<file path="config.mk">
export PLATFORM = sky130hd
export DESIGN_NAME = sp_ram_rr_arbiter
export DESIGN_NICKNAME = d
export VERILOG_FILES = /design/src/rtl/sp_ram_rr_arbiter.sv
export SDC_FILE = /design/constraint.sdc
export NUM_CORES = 1
export LEC_CHECK = 0
export CORE_AREA = 2 2 333 335
export CTS_BUF_LIST = sky130_fd_sc_hd__clkbuf_2
export DETAILED_ROUTE_END_ITERATION = 10
export DIE_AREA = 0 0 335 337
export GPL_ROUTABILITY_DRIVEN = 0
export GPL_TIMING_DRIVEN = 0
export PLACE_DENSITY_LB_ADDON = 0.12
export SYNTH_ARGS = -nofsm -noshare
export SYNTH_HDL_FRONTEND = slang
export SYNTH_SLANG_ARGS = --single-unit
</file>
<file path="constraint.sdc">
create_clock -name clk -period 2.5 [get_ports clk]
set_input_delay 0.75 -clock clk [delete_from_list [all_inputs] [get_ports clk]]
set_output_delay 0.75 -clock clk [all_outputs]
set_load 0.01 [all_outputs]
</file>
<file path="src/rtl/sp_ram_rr_arbiter.sv">
// Purpose: round-robin share of one byte-write, read-first single-port RAM between two requesters.
// Latency: request fires to the RAM in the accept cycle, response valid the next cycle (1 cycle).
// Backpressure: one access in flight; new requests stall until the pending response is taken.
//
// Ports:
//   clk, rst                       clock, synchronous active-high reset
//   mN_req_valid/ready/addr/wen/wdata   request channel of requester N (wen==0 -> read)
//   mN_resp_valid/ready/rdata          response channel of requester N (old word, read-first)
//   ram_en/wen/addr/din/dout           RAM macro interface (dout valid 1 cycle after en, held while en=0)
module sp_ram_rr_arbiter #(
    parameter int ADDR_WIDTH = 8,
    parameter int DATA_WIDTH = 128,
    parameter int COL_WIDTH  = 8,
    parameter int NUM_COL    = DATA_WIDTH / COL_WIDTH
) (
    input  logic                  clk,
    input  logic                  rst,

    input  logic                  m0_req_valid,
    output logic                  m0_req_ready,
    input  logic [ADDR_WIDTH-1:0] m0_req_addr,
    input  logic [NUM_COL-1:0]    m0_req_wen,
    input  logic [DATA_WIDTH-1:0] m0_req_wdata,
    output logic                  m0_resp_valid,
    input  logic                  m0_resp_ready,
    output logic [DATA_WIDTH-1:0] m0_resp_rdata,

    input  logic                  m1_req_valid,
    output logic                  m1_req_ready,
    input  logic [ADDR_WIDTH-1:0] m1_req_addr,
    input  logic [NUM_COL-1:0]    m1_req_wen,
    input  logic [DATA_WIDTH-1:0] m1_req_wdata,
    output logic                  m1_resp_valid,
    input  logic                  m1_resp_ready,
    output logic [DATA_WIDTH-1:0] m1_resp_rdata,

    output logic                  ram_en,
    output logic [NUM_COL-1:0]    ram_wen,
    output logic [ADDR_WIDTH-1:0] ram_addr,
    output logic [DATA_WIDTH-1:0] ram_din,
    input  logic [DATA_WIDTH-1:0] ram_dout
);

    typedef enum logic {
        IDLE = 1'b0,
        BUSY = 1'b1
    } state_e;

    state_e state_q, state_d;
    logic   owner_q, owner_d;
    logic   last_grant_q, last_grant_d;

    logic   resp_hs;
    logic   free;
    logic   gnt_vld;
    logic   gnt;
    logic   fire;

    always_comb begin
        // Response side: only the owner sees a valid response while BUSY.
        m0_resp_valid = ~rst & (state_q == BUSY) & ~owner_q;
        m1_resp_valid = ~rst & (state_q == BUSY) &  owner_q;
        // RAM holds dout while en=0, so both requesters can simply see it.
        m0_resp_rdata = ram_dout;
        m1_resp_rdata = ram_dout;

        // Other requester's resp_ready is masked out by its resp_valid being 0.
        resp_hs = (m0_resp_valid & m0_resp_ready) | (m1_resp_valid & m1_resp_ready);
        free    = (state_q == IDLE) | resp_hs;

        // Round-robin: on a tie the requester that was not served last wins.
        gnt_vld = m0_req_valid | m1_req_valid;
        if (m0_req_valid & m1_req_valid) begin
            gnt = ~last_grant_q;
        end else begin
            gnt = m1_req_valid;
        end

        fire         = ~rst & free & gnt_vld;
        m0_req_ready = ~rst & free & gnt_vld & ~gnt;
        m1_req_ready = ~rst & free & gnt_vld &  gnt;

        ram_en   = fire;
        ram_addr = gnt ? m1_req_addr  : m0_req_addr;
        ram_din  = gnt ? m1_req_wdata : m0_req_wdata;
        ram_wen  = '0;
        if (fire) begin
            ram_wen = gnt ? m1_req_wen : m0_req_wen;
        end

        state_d      = state_q;
        owner_d      = owner_q;
        last_grant_d = last_grant_q;
        if (fire) begin
            // Covers both a fresh access from IDLE and a back-to-back access
            // issued in the same cycle the previous response is taken.
            state_d      = BUSY;
            owner_d      = gnt;
            last_grant_d = gnt;
        end else if (resp_hs) begin
            state_d = IDLE;
        end
    end

    always_ff @(posedge clk) begin
        if (rst) begin
            state_q      <= IDLE;
            owner_q      <= 1'b0;
            last_grant_q <= 1'b1;
        end else begin
            state_q      <= state_d;
            owner_q      <= owner_d;
            last_grant_q <= last_grant_d;
        end
    end

endmodule

</file>
Word level (Yosys, flattened, before mapping)
Index checks and enable logic that the tools add are counted.

Muxes and demuxes: 7. Bitwise operators: 18. Reduce and logical (&&, ||, !) cells: 1.

Operator list (count): two-way mux 128 bit (1); two-way mux 16 bit (2); bitwise AND 1 bit (10); two-way mux 8 bit (1); inverter 1 bit (5); two-way mux 1 bit (3); bitwise OR 1 bit (3); nonzero test 2 bit (1).

Flip-flop bits (word level): 3. Bits of input ports: 438. Output and inout bits: 413. Logic and storage cells: 29.

Longest topological paths before layout
Word-level depth: 9. Gate-level depth with buffers: 6.

Worst setup path before layout
OpenSTA, ideal clock, no wires.

Kind: input port to output port. From: input m1_req_valid. To: output ram_wen[10]. Arrival: 1.501 ns. Data required time: 1.750 ns. Setup slack: 0.249 ns. Cell stages on the path: 5. Cell sequence: a21bo_1 -> buf_4 -> buf_2 -> nand2_1 -> a21oi_1.

Longest elaborated chain between the ends: 4. Elaborated cells on any way between the ends: 6. Classes of those cells: 3 x mux; 3 x bitwise.

Ends and longest elaborated chain: from (decl) (RTL line 28) `input logic m1_req_valid,`; bitwise AND 1 bit (RTL line 73) `if (m0_req_valid & m1_req_valid) begin`; two-way mux 1 bit (RTL line 73); two-way mux 16 bit (RTL line 88) `ram_wen = gnt ? m1_req_wen : m0_req_wen;`; two-way mux 16 bit * (RTL line 87) `if (fire) begin`; to (decl) (RTL line 38) `output logic [NUM_COL-1:0] ram_wen,`.

Mark *: on every way between the ends. The rest lies on a longest branch, timed or not.

Worst setup path in the final report
From: input m1_req_valid. To: output ram_din[60].

Longest elaborated chain between the ends: 3.

Ends and longest elaborated chain: bitwise AND 1 bit (RTL line 73); two-way mux 1 bit * (RTL line 73); two-way mux 128 bit * (RTL line 85) `ram_din = gnt ? m1_req_wdata : m0_req_wdata;`; to (decl) (RTL line 40) `output logic [DATA_WIDTH-1:0] ram_din,`.

Marked as above.

==> reports/results.tsv <==
metric	value	unit
grt_pass1_wl	62.8	mm
ys_seq_area_share	1.46	%
vias	7536	
synth_top_cell_area_share	48.4	%
drv_cap	0	
hold_buffers	0	
tns	-14.14	ns
cts_made_buffers	3	
drv_slew	0	
violations	negative setup slack	
synthXorXnorAreaFrac	0	%
hold_path_end	state_q	
clockRootBuffer	clkbuf_2	
drcViolationCount	0	
min_period	2.71	ns
grt_max_degree	11	
synthesis.area	4110	um2
syn_nets	1211	
drtAntennaViolNets	0	
first_global_vias	7737	
clock_sink_count	3	
cts_tree	yes	
clock_skew	0.00780	ns
fin_area	15700	um2
critPathMaxFanout	8	
p_comb_share	96.3	%
p_sw_share	40.2	%
synthSimpleGateAreaFrac	41.9	%
wl_per_cell	16.6	um
cp.required	1.75	ns
finalWirelength	49.7	mm
grt.total_usage	7.99	%
seq_power_share	1.8	%
slew-limit-headroom	82.3	%
layout.nets	2007	
rrSetupSlack	1.21	ns
drt-initial-drc-count	113	
crit_arrival	1.96	ns
met3_usage	3.07	%
critPathKind	in -> out	
synth.area.mux_share	0.244	%
boundaryPins	851	
synth_top_cells_by_area	buf_4 48%, nand2_1 40%, buf_2 2.3%, buf_6 2.2%, a21oi_1 2.1%	
hold_viol	0	
r2r_cells	4	
cpPeakStageDelay	0.19	ns
core_area	110000	um2
gr-total-overflow	0	
start_util	3.75	%
clock_latency	0.22	ns
whs_path_depth	2	
htreeDepth	1	
cts.path.max_buffers	2	
grtUsageMet2	16.1	%
crit_path_cell_trace	buf_8, a21boi_4, buf_12, buf_16, buf_12, buf_8, nand2_1, nand2_1, buf_2	
die_y	337	um
dieArea	113000	um2
syn-mean-instance-area	5.32	um2
outcome	finished, violations left	
critPathSlowestCell	a21boi_4	
synth_cell_types	20	
max_freq	369	MHz
clkTransAtPathRegs	0.05	ns
fp-row-count	122	
detailed_place_hpwl	42.5	mm
startpoint	m1_req_valid	
crit_path_end_kind	primary output	
ir_drop	0.0834	mV
grtUsageMet1	8.09	%
place_area	13100	um2
p_int	2.19	mW
drt-pass1-iter-count	5	
fin_crit_sh	108	%
setup_viol	133	
die_x	335	um
synth_compound_area_share	3.26	%
synth-adder-area-share	0	%
synth_top_family_by_area	buffers and inverters	
holdCritStartpoint	state_q	
antenna_found_initial	5	
power.density	233	nW/um2
drive_above_1_share	46.4	%
clkPwrFrac	2.0	%
grt_busiest_layer	met2	
regToRegStartpoint	owner_q	
synth_seq_cells	3	
hold_class	reg -> reg	
rsz0062_at_grt	true	
vias_per_cell	2.52	
worst_pin_slew	0.261	ns
netSwitchingPower	1.47	mW
start_kind	input port	
synth_top_area_cell	buf_4	
p_leak	6.99	nW
area_delta_synth_final	282	%
place.port_buffers	722	
worst_slack	-0.208	ns
ys_warn_count	0	
r2r_end	last_grant_q	
synthCells	773	
==> power groups by stage <==
stage               Combinational [mW]  Sequential (mW)  Clock, mW
floorplan                        0.998           0.0601          0
global placement                  2.84           0.0617          0
detailed placement                2.82           0.0619          0
CTS                               3.40           0.0641     0.0727
global route                      3.78           0.0662     0.0798
finish                            3.53           0.0641     0.0720
==> cell usage in the layout, fill, tap and decap left out, drive strengths merged, types with 2 or more instances in the layout <==
master,Yosys,routed
a21oi,17,17
buf,292,503
clkbuf,0,7
clkdlybuf4s15,0,14
clkdlybuf4s50,0,560
dfxtp,3,3
diode,0,2
dlygate4sd2,0,2
inv,3,3
nand2,441,441
nor2,4,4
nor4bb,2,2
==> area by class of cell <==
class                      instances  area, um2
buffer                           286       2460
inverter                           3       11.3
tap                             1426       1780
antenna                            2       5.00
timing repair buffer             797       8370
fill                           12600      93900
sequential                         3       60.1
clock buffer                       4       20.0
multi-input combinational        475       2980
==> kinds of logic (layout without fill, tap and decap cells) <==
group,after synthesis,count (layout)
AND/OR/NAND/NOR,451,451
multiplexers,1,1
AO/OA/AOI/OAI,23,23
flip-flops,3,3
buffers and inverters,295,1090
other,0,2
==> metal layers <==
metal,wire (um),vias up,share of wire [%]
met3,5000,16,10
li1,-,3667,-
met4,57,4,0.11
met2,27500,453,55
met1,17200,3396,35
met5,21,-,0.042
==> worst max path at each step <==
stage | endpoint | slack (ns) | depth (start not counted)
5_1_grt | ram_wen[6] | -0.29 | 8
2_1_floorplan | ram_wen[10] | 0.25 | 5
4_1_cts | ram_wen[6] | -0.31 | 8
3_5_place_dp | ram_wen[6] | -2.00 | 7
6_report | ram_din[60] | -0.21 | 9
3_3_place_gp | ram_wen[6] | -2.01 | 7
==> synth_stat cells <==
master,count
dfxtp_1,3
nor2_1,4
nand3b_1,1
a21bo_1,1
o32ai_1,1
buf_6,8
buf_4,265
a21boi_1,1
a21oi_1,17
nand4bb_1,1
inv_1,3
mux2i_1,1
buf_2,19
nand2_1,441
a21o_1,1
o31ai_1,1
nand2b_1,1
nor4bb_1,2
o21bai_1,1
nor3_1,1
==> registers in the layout, summed over array words and instances (netlist names) <==
| register | count |
|---|---|
| last_grant_q | 1 |
| owner_q | 1 |
| state_q | 1 |
==> per-stage QoR <==
| step | hold WS, ns | instances | util, % | setup WS [ns] | total power [mW] |
|---|---|---|---|---|---|
| after floorplan | 0.492 | 773 | - | 0.249 | 1.06 |
| after global placement | 0.526 | 2921 | 12.0 | -2.01 | 2.90 |
| after detailed placement | 0.524 | 2921 | 12.0 | -2.00 | 2.88 |
| after CTS | 0.558 | 2977 | 13.6 | -0.311 | 3.54 |
| after global routing | 0.610 | 2994 | 14.3 | -0.292 | 3.93 |
| final | 0.565 | 2996 | 14.3 | -0.208 | 3.66 |
==> critical path: cells and delay by family <==
kind            cells  cell delay [ns]
compound gates      1             0.19
buf+inv             6             0.84
simple gates        2             0.13
==> repair_timing <==
action | 4_1_cts | 5_1_grt
resized for setup | 1060 | 215
pin swaps | 89 | 91
gates cloned | 17 | 3
buffers inserted | 36 | 27
endpoints found under the setup margin | 157 | 156
(Power assumes the default switching activity.)
